File: src/rtl/mdu_seq.sv
// rtl/mdu_seq.sv - iterative RV32M multiply/divide sequencer; optional last-division cache under MDU_DIVCACHE_EN
module mdu_seq #(
    parameter int WORD_BITWIDTH = 32,
    parameter int CNT_BITWIDTH  = 6
) (
    input  logic                     clk,
    input  logic                     rst,
    input  logic                     start,
    input  logic [2:0]               funct3,
    input  logic [WORD_BITWIDTH-1:0] op_a,
    input  logic [WORD_BITWIDTH-1:0] op_b,
    input  logic                     flush,
    output logic                     stall,
    output logic                     busy,
    output logic                     done,
    output logic [WORD_BITWIDTH-1:0] result
);
    localparam int W = WORD_BITWIDTH;

    typedef enum logic [1:0] {S_IDLE, S_CALC, S_FIX, S_DONE} state_t;

    state_t                  r_state, w_next;
    logic                    r_busy, r_done, r_neg_main, r_neg_rem;
    logic [2:0]              r_funct3;
    logic [CNT_BITWIDTH-1:0] r_cnt;
    logic [W-1:0]            r_acc, r_q, r_opd, r_result;

    logic         w_accept, w_is_div, w_a_signed, w_b_signed, w_sign_a, w_sign_b;
    logic         w_div_zero, w_ovf, w_special, w_hit, w_div_ok;
    logic [W-1:0] w_mag_a, w_mag_b, w_quo, w_rem, w_fix_result, w_hit_result;
    logic [W:0]   w_mul_sum, w_div_trial;
    logic [2*W-1:0] w_prod, w_prod_fix;

    assign w_accept   = (r_state == S_IDLE) & start & ~flush;
    assign w_is_div   = funct3[2];
    assign w_a_signed = (funct3 == 3'b001) | (funct3 == 3'b010) | (funct3 == 3'b100) | (funct3 == 3'b110);
    assign w_b_signed = (funct3 == 3'b001) | (funct3 == 3'b100) | (funct3 == 3'b110);
    assign w_sign_a   = w_a_signed & op_a[W-1];
    assign w_sign_b   = w_b_signed & op_b[W-1];
    assign w_mag_a    = w_sign_a ? -op_a : op_a;
    assign w_mag_b    = w_sign_b ? -op_b : op_b;
    assign w_div_zero = w_is_div & (op_b == '0);
    assign w_ovf      = w_is_div & ~funct3[0] & (op_a == {1'b1, {(W-1){1'b0}}}) & (op_b == '1);
    assign w_special  = w_div_zero | w_ovf;

    // Multiply: {r_acc, r_q} is the product register, multiplier shifts out of r_q.
    assign w_mul_sum   = {1'b0, r_acc} + (r_q[0] ? {1'b0, r_opd} : '0);
    // Divide: r_acc is the partial remainder, dividend shifts out of r_q as quotient shifts in.
    assign w_div_trial = {r_acc, r_q[W-1]} - {1'b0, r_opd};
    assign w_div_ok    = ~w_div_trial[W];

    assign w_prod     = {r_acc, r_q};
    assign w_prod_fix = r_neg_main ? -w_prod : w_prod;
    assign w_quo      = r_neg_main ? -r_q : r_q;
    assign w_rem      = r_neg_rem ? -r_acc : r_acc;

    always_comb begin
        w_fix_result = w_rem;
        case (r_funct3)
            3'b000:                 w_fix_result = w_prod_fix[W-1:0];
            3'b001, 3'b010, 3'b011: w_fix_result = w_prod_fix[2*W-1:W];
            3'b100, 3'b101:         w_fix_result = w_quo;
            default:                w_fix_result = w_rem;
        endcase
    end

`ifdef MDU_DIVCACHE_EN
    logic         r_c_valid, r_c_signed;
    logic [W-1:0] r_c_a, r_c_b, r_c_quo, r_c_rem, r_a_raw, r_b_raw;

    assign w_hit = w_is_div & r_c_valid & (op_a == r_c_a) & (op_b == r_c_b) & (funct3[0] != r_c_signed);
    assign w_hit_result = funct3[1] ? r_c_rem : r_c_quo;

    always_ff @(posedge clk) begin
        if (rst) begin
            r_c_valid  <= 1'b0;
            r_c_signed <= 1'b0;
            r_c_a      <= '0;
            r_c_b      <= '0;
            r_c_quo    <= '0;
            r_c_rem    <= '0;
            r_a_raw    <= '0;
            r_b_raw    <= '0;
        end else begin
            if (w_accept) begin
                r_a_raw <= op_a;
                r_b_raw <= op_b;
            end
            if ((r_state == S_FIX) && !flush && r_funct3[2]) begin
                r_c_valid  <= 1'b1;
                r_c_signed <= ~r_funct3[0];
                r_c_a      <= r_a_raw;
                r_c_b      <= r_b_raw;
                r_c_quo    <= w_quo;
                r_c_rem    <= w_rem;
            end
        end
    end
`else
    assign w_hit        = 1'b0;
    assign w_hit_result = '0;
`endif

    always_comb begin
        w_next = r_state;
        case (r_state)
            S_IDLE: if (w_accept) w_next = w_hit ? S_DONE : (w_special ? S_FIX : S_CALC);
            S_CALC: if (r_cnt == CNT_BITWIDTH'(1)) w_next = S_FIX;
            S_FIX:  w_next = S_DONE;
            default: w_next = S_IDLE;
        endcase
        if (flush) w_next = S_IDLE;
    end

    assign stall  = ~flush & (((r_state == S_IDLE) & start) | (r_state == S_CALC) | (r_state == S_FIX));
    assign busy   = r_busy;
    assign done   = r_done;
    assign result = r_result;

    always_ff @(posedge clk) begin
        if (rst) begin
            r_state    <= S_IDLE;
            r_busy     <= 1'b0;
            r_done     <= 1'b0;
            r_result   <= '0;
            r_cnt      <= '0;
            r_acc      <= '0;
            r_q        <= '0;
            r_opd      <= '0;
            r_funct3   <= '0;
            r_neg_main <= 1'b0;
            r_neg_rem  <= 1'b0;
        end else begin
            r_state <= w_next;
            r_busy  <= (w_next != S_IDLE);
            r_done  <= (w_next == S_DONE);
            if (!flush) begin
                case (r_state)
                    S_IDLE: if (w_accept) begin
                        r_funct3   <= funct3;
                        r_cnt      <= CNT_BITWIDTH'(W);
                        r_acc      <= '0;
                        r_neg_main <= w_sign_a ^ w_sign_b;
                        r_neg_rem  <= w_sign_a;
                        if (w_div_zero) begin
                            r_q        <= '1;
                            r_acc      <= op_a;
                            r_neg_main <= 1'b0;
                            r_neg_rem  <= 1'b0;
                        end else if (w_ovf) begin
                            r_q        <= op_a;
                            r_neg_main <= 1'b0;
                            r_neg_rem  <= 1'b0;
                        end else if (w_is_div) begin
                            r_q   <= w_mag_a;
                            r_opd <= w_mag_b;
                        end else begin
                            r_q   <= w_mag_b;
                            r_opd <= w_mag_a;
                        end
                        if (w_hit) r_result <= w_hit_result;
                    end
                    S_CALC: begin
                        r_cnt <= r_cnt - 1'b1;
                        if (r_funct3[2]) begin
                            r_acc <= w_div_ok ? w_div_trial[W-1:0] : {r_acc[W-2:0], r_q[W-1]};
                            r_q   <= {r_q[W-2:0], w_div_ok};
                        end else begin
                            r_acc <= w_mul_sum[W:1];
                            r_q   <= {w_mul_sum[0], r_q[W-1:1]};
                        end
                    end
                    S_FIX: r_result <= w_fix_result;
                    default: ;
                endcase
            end
        end
    end
endmodule

File: config.mk
export PLATFORM = sky130hd
export DESIGN_NAME = mdu_seq
export DESIGN_NICKNAME = d
export VERILOG_FILES = /design/src/rtl/mdu_seq.sv
export SDC_FILE = /design/constraint.sdc
export NUM_CORES = 1
export LEC_CHECK = 0
export ABC_AREA = 0
export CELL_PAD_IN_SITES_DETAIL_PLACEMENT = 1
export CELL_PAD_IN_SITES_GLOBAL_PLACEMENT = 1
export CORE_MARGIN = 2
export CORE_UTILIZATION = 36
export CTS_CLUSTER_DIAMETER = 50
export DETAILED_ROUTE_END_ITERATION = 12
export PLACE_DENSITY_LB_ADDON = 0.1
export SETUP_SLACK_MARGIN = 0.02
export SLEW_MARGIN = 20
export SYNTH_ARGS = -nofsm -noshare
export SYNTH_HDL_FRONTEND = slang
export SYNTH_SLANG_ARGS = --single-unit
File: constraint.sdc
create_clock -name clk -period 3.3 [get_ports clk]
set_clock_uncertainty 0.1 [all_clocks]
set_input_delay 0.495 -clock clk [delete_from_list [all_inputs] [get_ports clk]]
set_output_delay 0.495 -clock clk [all_outputs]
set_load 0.02 [all_outputs]
Word level (Yosys, flattened, before mapping)
Cells that the tools add are included.
{ "op_classes": {"add_sub_neg": 8, "n_eq_ne": 16, "mux": 30, "bitwise_logic": 23, "reduce_logical": 11} }
{ "op_table": {"columns": ["operator", "count"], "rows": [
  ["$mux W32", 15],
  ["$neg A32 Y32", 4],
  ["$pmux W32 S2", 2],
  ["$pmux W32 S3", 1],
  ["$eq A32 B32 Y1 const B", 2],
  ["$mux W64", 1],
  ["$neg A64 Y64", 1],
  ["$add A32 B32 Y33", 1],
  ["$sub A33 B32 Y33", 1],
  ["$logic_not A32 Y1", 1],
  ["$eq A3 B3 Y1 const B", 4],
  ["$pmux W6 S2", 1],
  ["$and A1 B1 Y1", 9],
  ["$eq A3 B2 Y1 const B", 3],
  ["$mux W2", 4],
  ["$or A1 B1 Y1", 8],
  ["$eq A3 B1 Y1 const B", 2],
  ["$eq A6 B1 Y1 const B", 1],
  ["$mux W6", 1],
  ["$pmux W2 S3", 1],
  ["$reduce_and A3 Y1", 2],
  ["$sub A6 B1 Y6 const B", 1],
  ["$not A1 Y1", 5],
  ["$reduce_and A5 Y1", 1],
  ["other kinds (11)", 16]
]} }
{ "word_totals": {"ff_bits": 143, "word_cells": 99} }

Logic depth before layout (Yosys ltp)
Gate-level depths: netlist of run 1.
{ "logic_depth": {"ltp_word": 11, "mapped_depth": 14, "mapped_depth_nobuf": 12} }

Worst setup path after synthesis of run 1
Ideal clock, no wire load.
{ "synth_path": {"path_type": "register -> register", "start": "reg r_q[7]", "end": "reg r_result[15] (netlist: result[15])", "setup_time_ns": 0.132, "arrival_ns": 3.190, "slack_ns": -0.123, "path_stages_with_launch": 12, "path_buffers": 3, "cell_sequence": "dfxtp_1 > buf_6 > or4_4 > or4_4 > or4_1 > clkbuf_2 > or3_1 > buf_2 > o31a_1 > a221o_1 > a22oi_1 > a21oi_1"} }
{ "synth_between": {"elab_chain_len": 3, "elab_cells_between_ends": 5} }
{ "synth_rtl": {"columns": ["element", "line", "text"], "rows": [
  ["start: declaration", "26", "logic [W-1:0] r_acc, r_q, r_opd, r_result;"],
  ["start signal: assignment", "151", "r_q <= op_a;"],
  ["start signal: assignment", "155", "r_q <= w_mag_a;"],
  ["start signal: assignment", "158", "r_q <= w_mag_b;"],
  ["$neg A64 Y64 / $neg A32 Y32 (equally long branches)", "53, 54", null],
  ["$mux W64 / $mux W32 (equally long branches)", "53, 54", null],
  ["$pmux W32 S3 *", "59", "case (r_funct3)"],
  ["end signal: assignment", "161", "if (w_hit) r_result <= w_hit_result;"],
  ["end signal: assignment", "173", "S_FIX: r_result <= w_fix_result;"],
  ["end: declaration", "26", null]
]} }
Every way passes the cells marked *; elsewhere a longest branch is shown, timed or not.
A chain may end at the register's enable or synchronous reset.

Final worst setup path of run 1
{ "layout_path": {"start": "reg r_q[7]", "end": "reg r_result[29] (netlist: result[29])"} }
The elaborated chain is that of the path after synthesis.

==> results of run 1 <==
[metal layers]
| metal | part of all wire (%) | global-route usage, % |
|---|---|---|
| met2 | 46 | 56.6 |
| met3 | 6.5 | 4.94 |
| met5 | 0 | 0 |
| met1 | 45 | 47.4 |
| met4 | 3.4 | 12.6 |
[flip-flops by register name, indices dropped and copies added, names as in the netlist]
name / flops
busy: 1
done: 1
r_acc: 32
r_cnt: 6
r_funct3: 3
r_neg_main: 1
r_neg_rem: 1
r_opd: 32
r_q: 32
r_state: 2
result: 32
[placed cells by master, fill, tap and decap left out, drive strengths merged, types with 31 or more instances in the layout]
| cell type | count |
|---|---|
| nand2 | 240 |
| nand3 | 36 |
| a211oi | 35 |
| a21oi | 259 |
| mux2i | 49 |
| clkdlybuf4s50 | 103 |
| xor2 | 84 |
| nor2 | 202 |
| ha | 71 |
| o21ai | 166 |
| inv | 74 |
| xnor2 | 99 |
| dfxtp | 143 |
| buf | 444 |
| a21o | 31 |
| nor3 | 46 |
[through the flow]
| step | hold WS, ns | cells | area, sq um | utilization [%] | worst slack [ns] |
|---|---|---|---|---|---|
| after floorplan | 0.332 | 2113 | 14700 | - | -0.123 |
| after global placement | 0.342 | 2988 | 19000 | 47.7 | -0.539 |
| after detailed placement | 0.348 | 2988 | 19000 | 47.7 | -0.586 |
| after CTS | 0.356 | 3032 | 20100 | 50.3 | -0.111 |
| after global routing | 0.370 | 3060 | 21100 | 52.8 | -0.189 |
| final | 0.358 | 3060 | 21100 | 52.8 | -0.185 |
[cells in the mapped netlist (6+ instances only)]
master,n,area (sq um)
inv_1,66,248
o41ai_1,20,175
o21ai_0,161,806
nor2b_1,8,50.1
nand2_1,240,901
clkbuf_1,141,529
a211o_1,7,61.3
a32o_1,10,100
a21oi_1,259,1300
a31oi_1,27,169
a21o_1,31,233
a22oi_1,6,45.0
a211oi_1,35,263
a221o_1,8,80.1
ha_1,71,888
or4_1,19,143
o311ai_0,7,61.3
mux2_2,7,78.8
o211ai_1,29,218
o221ai_1,8,70.1
nand2b_1,17,106
or3_1,22,138
a221oi_1,21,184
mux2i_1,49,490
dfxtp_1,143,2860
or2_2,8,50.1
buf_1,12,45.0
nand3_1,36,180
o31ai_1,25,188
xor2_1,84,736
xnor2_1,99,867
and2_1,8,50.1
and3_1,11,68.8
nor3_1,46,230
o22ai_1,16,100
nor2_1,202,758
nand4_1,25,156
nor4_1,25,156
o21a_1,15,113
[critical path, delay by kind of cell, from the launching register on]
family / cells / cell delay [ns]
xor gates and xnor gates: 1 / 0.09
AOI/OAI and AO/OA: 3 / 0.69
DFF: 1 / 0.32
buffers and inverters: 3 / 0.54
and+or+nand+nor: 4 / 1.62
[report_power, final]
group | total (mW) | switching (mW) | internal, mW
Combinational | 2.91 | 1.65 | 1.26
Sequential | 1.87 | 0.0775 | 1.80
Clock | 2.05 | 0.919 | 1.13
[cell type report]
type	instances	area (sq um)
Fill cell	4954	18800
Multi-Input combinational cell	1740	11900
Timing Repair Buffer	552	4750
Sequential cell	143	2890
Tap cell	525	657
Clock buffer	18	429
Inverter	69	264
Clock inverter	13	154
[cells by family after synthesis]
kind of cell               after synthesis
adders and majority gates               73
AOI/OAI and AO/OA                      733
buffers and inverters                  230
and+or+nand+nor                        695
DFF                                    143
xor gates and xnor gates               183
muxes                                   56
[worst paths after layout]
kind / startpoint / end / cells past startpoint
min reg2reg: r_opd[24] / r_opd[24] / 2
max reg2reg: r_q[7] / result[29] / 11
min: r_opd[24] / r_opd[24] / 2
max: r_q[7] / result[29] / 11
[repair_timing]
item | in CTS | in global routing
hold buffers | 0 | 0
setup endpoints to repair | 60 | 109
hold endpoints to repair | 0 | 0
pin swaps | 18 | 94
gates resized for setup | 87 | 170
setup buffers | 12 | 27
cloned | 1 | 4
==> flow_summary.ini, run 1 <==
[outcome]
outcome = finished with violations
violations = negative setup slack

[sta]
fin_ws_ns = -0.185
final.setup.tns_ns = -0.931
fmax_mhz = 287
report.final.slew_viol_count = 0
rsz0062_at_grt = yes
hold_viol = 0
period_minus_slack_ns = 3.49
post-route-period-util_pct = 106
slew_headroom_pct = 39.1
worstMarginPinSlew_ns = 0.913
setup_viol = 12

[clock_tree]
cts_tree = done
cts.htree.levels = 4
cts-root-buf = clkbuf_16
clk_pin_slew_ns = 0.07
worst_skew_pair.late_latency_ns = 0.46
cts_buffers = 17
clockBufferDepth = 2
cts_sinks = 143

[min_path]
hold_class = reg -> reg

[yosys]
synthAdderAreaFrac_pct = 6.34
synth.distinct_cells = 78
synth-simple-area-share_pct = 22.1
ys_seq_area_share_pct = 19.5
syn_inst = 2113
yosysWarnings = 0
synth_compound_area_share_pct = 31.2
synth_seq_cells = 143
synthMuxAreaShare_pct = 3.89
synth_top_family_by_area = compound AO/OA/AOI/OAI gates
synth_edf_count = 0
ys.flop_type = dfxtp_1
synthArstFlopShare_pct = 0
syn_nets = 2257
syn_area_per_cell_sq_um = 6.93
synthXorXnorAreaFrac_pct = 10.9
syn_area_sq_mm = 0.0147

[power]
power_mw = 6.83
p_per_area_mw_per_mm2 = 324
power.leakage_nw = 8.63
irDropWorstVdd_uv = 382

[finish]
drive_gt1_share_pct = 27.0
fin_nets = 2667
area_delta_synth_final_pct = 43.9
diodes = 0

[critical_path]
startpoint_type = register
cp_cell_sequence = or4_4 > or4_4 > or4_4 > buf_4 > nand2b_4 > buf_6 > o21ai_2 > xnor2_1 > a222oi_1 > buf_4 > a21oi_2
critPathArrivalTime_ns = 3.72
critPathMaxFanout = 5
cp-end-kind = register
required_ns = 3.53
critical-path-max-stage-delay_ns = 0.54
cp_common_cell = or4_4
crit_path_top_delay_cell = or4_4
rrSetupSlack_ns = -0.19
path_class = reg -> reg

[route]
first_pass_iters = 6
post-route-drc-count = 0
vias = 18554
wl_mm = 76.3
ant_nets = 0
vias_per_cell = 6.06
initialDrtViolationCount = 1552
wl_per_cell_um = 24.9

[floorplan]
ios = 106
start_util_pct = 36.7
fp-row-count = 73
coreArea_sq_mm = 0.0399
die-area_sq_mm = 0.0423
die_h_um = 206
die_x_um = 206

[global_route]
grt_usage_pct = 35.1
grt_max_degree = 56
antenna_found_initial = 0
grt_remaining_overflow = 0
grt_pass1_vias = 18478
grt_first_pass_wirelength_mm = 112

[flow_run]
cap_violations = 0

[place]
gp_congestion = 0.921
hpwl_mm = 58.5
io_buffers = 105
(Power assumes the default switching activity.)
==> run 2: changes to the inputs <==
--- a/config.mk
+++ b/config.mk
@@ -12,6 +12,7 @@
 export CORE_UTILIZATION = 36
 export CTS_CLUSTER_DIAMETER = 50
 export DETAILED_ROUTE_END_ITERATION = 12
+export MAX_ROUTING_LAYER = met4
 export PLACE_DENSITY_LB_ADDON = 0.1
 export SETUP_SLACK_MARGIN = 0.02
 export SLEW_MARGIN = 20
==> flow_summary.ini, run 2 (same netlist as run 1, synthesis figures left out) <==
[flow_run]
cap_violations = 0

[clock_tree]
cts-root-buf = clkbuf_16
clockBufferDepth = 2
worst_skew_pair.late_latency_ns = 0.46
cts-hold-fix-buffers = 0
cts.htree.levels = 4
cts_sinks = 143
clk_pin_slew_ns = 0.08
cts_tree = done
cts_buffers = 17

[route]
first_pass_iters = 5
ant_nets = 0
post-route-drc-count = 0
vias = 18632
vias_per_cell = 6.07
initialDrtViolationCount = 1597
wl_mm = 76.7
wl_per_cell_um = 25.0

[critical_path]
path_class = reg -> reg
startpoint_type = register
cp-end-kind = register
critPathMaxFanout = 4
critPathArrivalTime_ns = 3.74
required_ns = 3.54

[sta]
setup_viol = 17
hold_viol = 0
rsz0062_at_grt = yes
worst_hold_slack_ns = 0.358
fmax_mhz = 286
period_minus_slack_ns = 3.49
slew_headroom_pct = 37.5
fin_ws_ns = -0.193
report.final.slew_viol_count = 0
worstMarginPinSlew_ns = 0.935
post-route-period-util_pct = 106
final.setup.tns_ns = -1.46

[finish]
mostFrequentLayoutCells = buf_4, a21oi_1, nand2_1
drive_gt1_share_pct = 26.4
area_delta_synth_final_pct = 43.8
diodes = 0
fin_cells = 3069
fin_nets = 2675
final_common_cell = buf_4

[power]
power.leakage_nw = 8.59
irDropWorstVdd_uv = 398
p_per_area_mw_per_mm2 = 327

[place]
io_buffers = 105
hpwl_mm = 59.4
post-place-cells = 3005
gp_congestion = 0.970

[global_route]
busiest_layer = met2
use_met2_pct = 56.1
antenna_found_initial = 0
grt_remaining_overflow = 0
grt_max_degree = 56
grt_use_met3_pct = 4.93
grt_usage_pct = 36.3
use_met1_pct = 48.1
grt_first_pass_wirelength_mm = 113
grt_pass1_vias = 18617

[floorplan]
ios = 106
fp-row-count = 73
start_util_pct = 36.7
coreArea_sq_mm = 0.0399
die_h_um = 206
die_x_um = 206
die-area_sq_mm = 0.0423

[min_path]
hold_class = reg -> reg

[outcome]
violations = negative setup slack
outcome = finished with violations
[run 2: cell count changes in the layout (fill, tap and decap cells not counted), moves of 5 or more]
cell	delta
inv_2	+8
buf_4	+6
ha_2	-5
clkinv_8	+7
inv_1	-7
a21oi_1	+7
nor2_2	-6
nor2_1	+5
buf_6	+8
inv_8	+5
a21oi_2	-8
[run 2: critical path, cell delays in order (launching register included)]
cell      delay (ns)
dfxtp_2         0.33
or4_4           0.53
or4_4           0.46
or4_4           0.48
buf_6           0.16
o41ai_4         0.34
xnor2_1         0.11
a222oi_1        0.59
buf_4           0.22
a21oi_2         0.05
[run 2: worst paths after layout]
check,endpoint,slack (ns),cells after the start,startpoint
min reg2reg,r_opd[24],0.36,2,r_opd[24]
max reg2reg,result[29],-0.19,9,r_q[7]
min,r_opd[24],0.36,2,r_opd[24]
max,result[29],-0.19,9,r_q[7]
[run 2: timing repair]
item / CTS / global route
endpoints found under the setup margin: 58 / 66
gates cloned: 0 / 4
gates resized for setup: 71 / 169
pin swaps: 25 / 73
buffers inserted: 11 / 19
[run 2: layout make-up]
| type | instances | area [sq um] |
|---|---|---|
| fillers | 4982 | 18800 |
| flip-flops and latches | 143 | 2890 |
| clock buffers | 17 | 425 |
| multi-input cells | 1741 | 11900 |
| repair buffers | 559 | 4730 |
| well taps | 525 | 657 |
| clock inverters | 15 | 204 |
| inverters | 69 | 267 |
[run 2: report_power, final]
part	total [mW]	internal [mW]	leakage (nW)	switching, mW
sequential	1.87	1.80	1.17	0.0780
combinational	2.92	1.25	7.12	1.67
clock	2.10	1.05	0.304	1.05
[run 2: layer usage]
metal  vias to the layer above  wire length (um)
met5                         -                 0
met4                         0              3100
met3                       147              4720
met2                       700             34600
met1                      9250             34300
li1                       8535                 -
[run 2: metrics by stage]
| stage | util (%) | area, sq um | worst slack, ns | total power, mW |
|---|---|---|---|---|
| global route | 52.8 | 21100 | -0.356 | 7.16 |
| floorplan | - | 14700 | -0.123 | 3.19 |
| detailed placement | 47.8 | 19100 | -0.597 | 4.42 |
| CTS | 50.4 | 20100 | -0.0935 | 6.62 |
| finish | 52.8 | 21100 | -0.193 | 6.89 |
| global placement | 47.8 | 19100 | -0.524 | 4.37 |
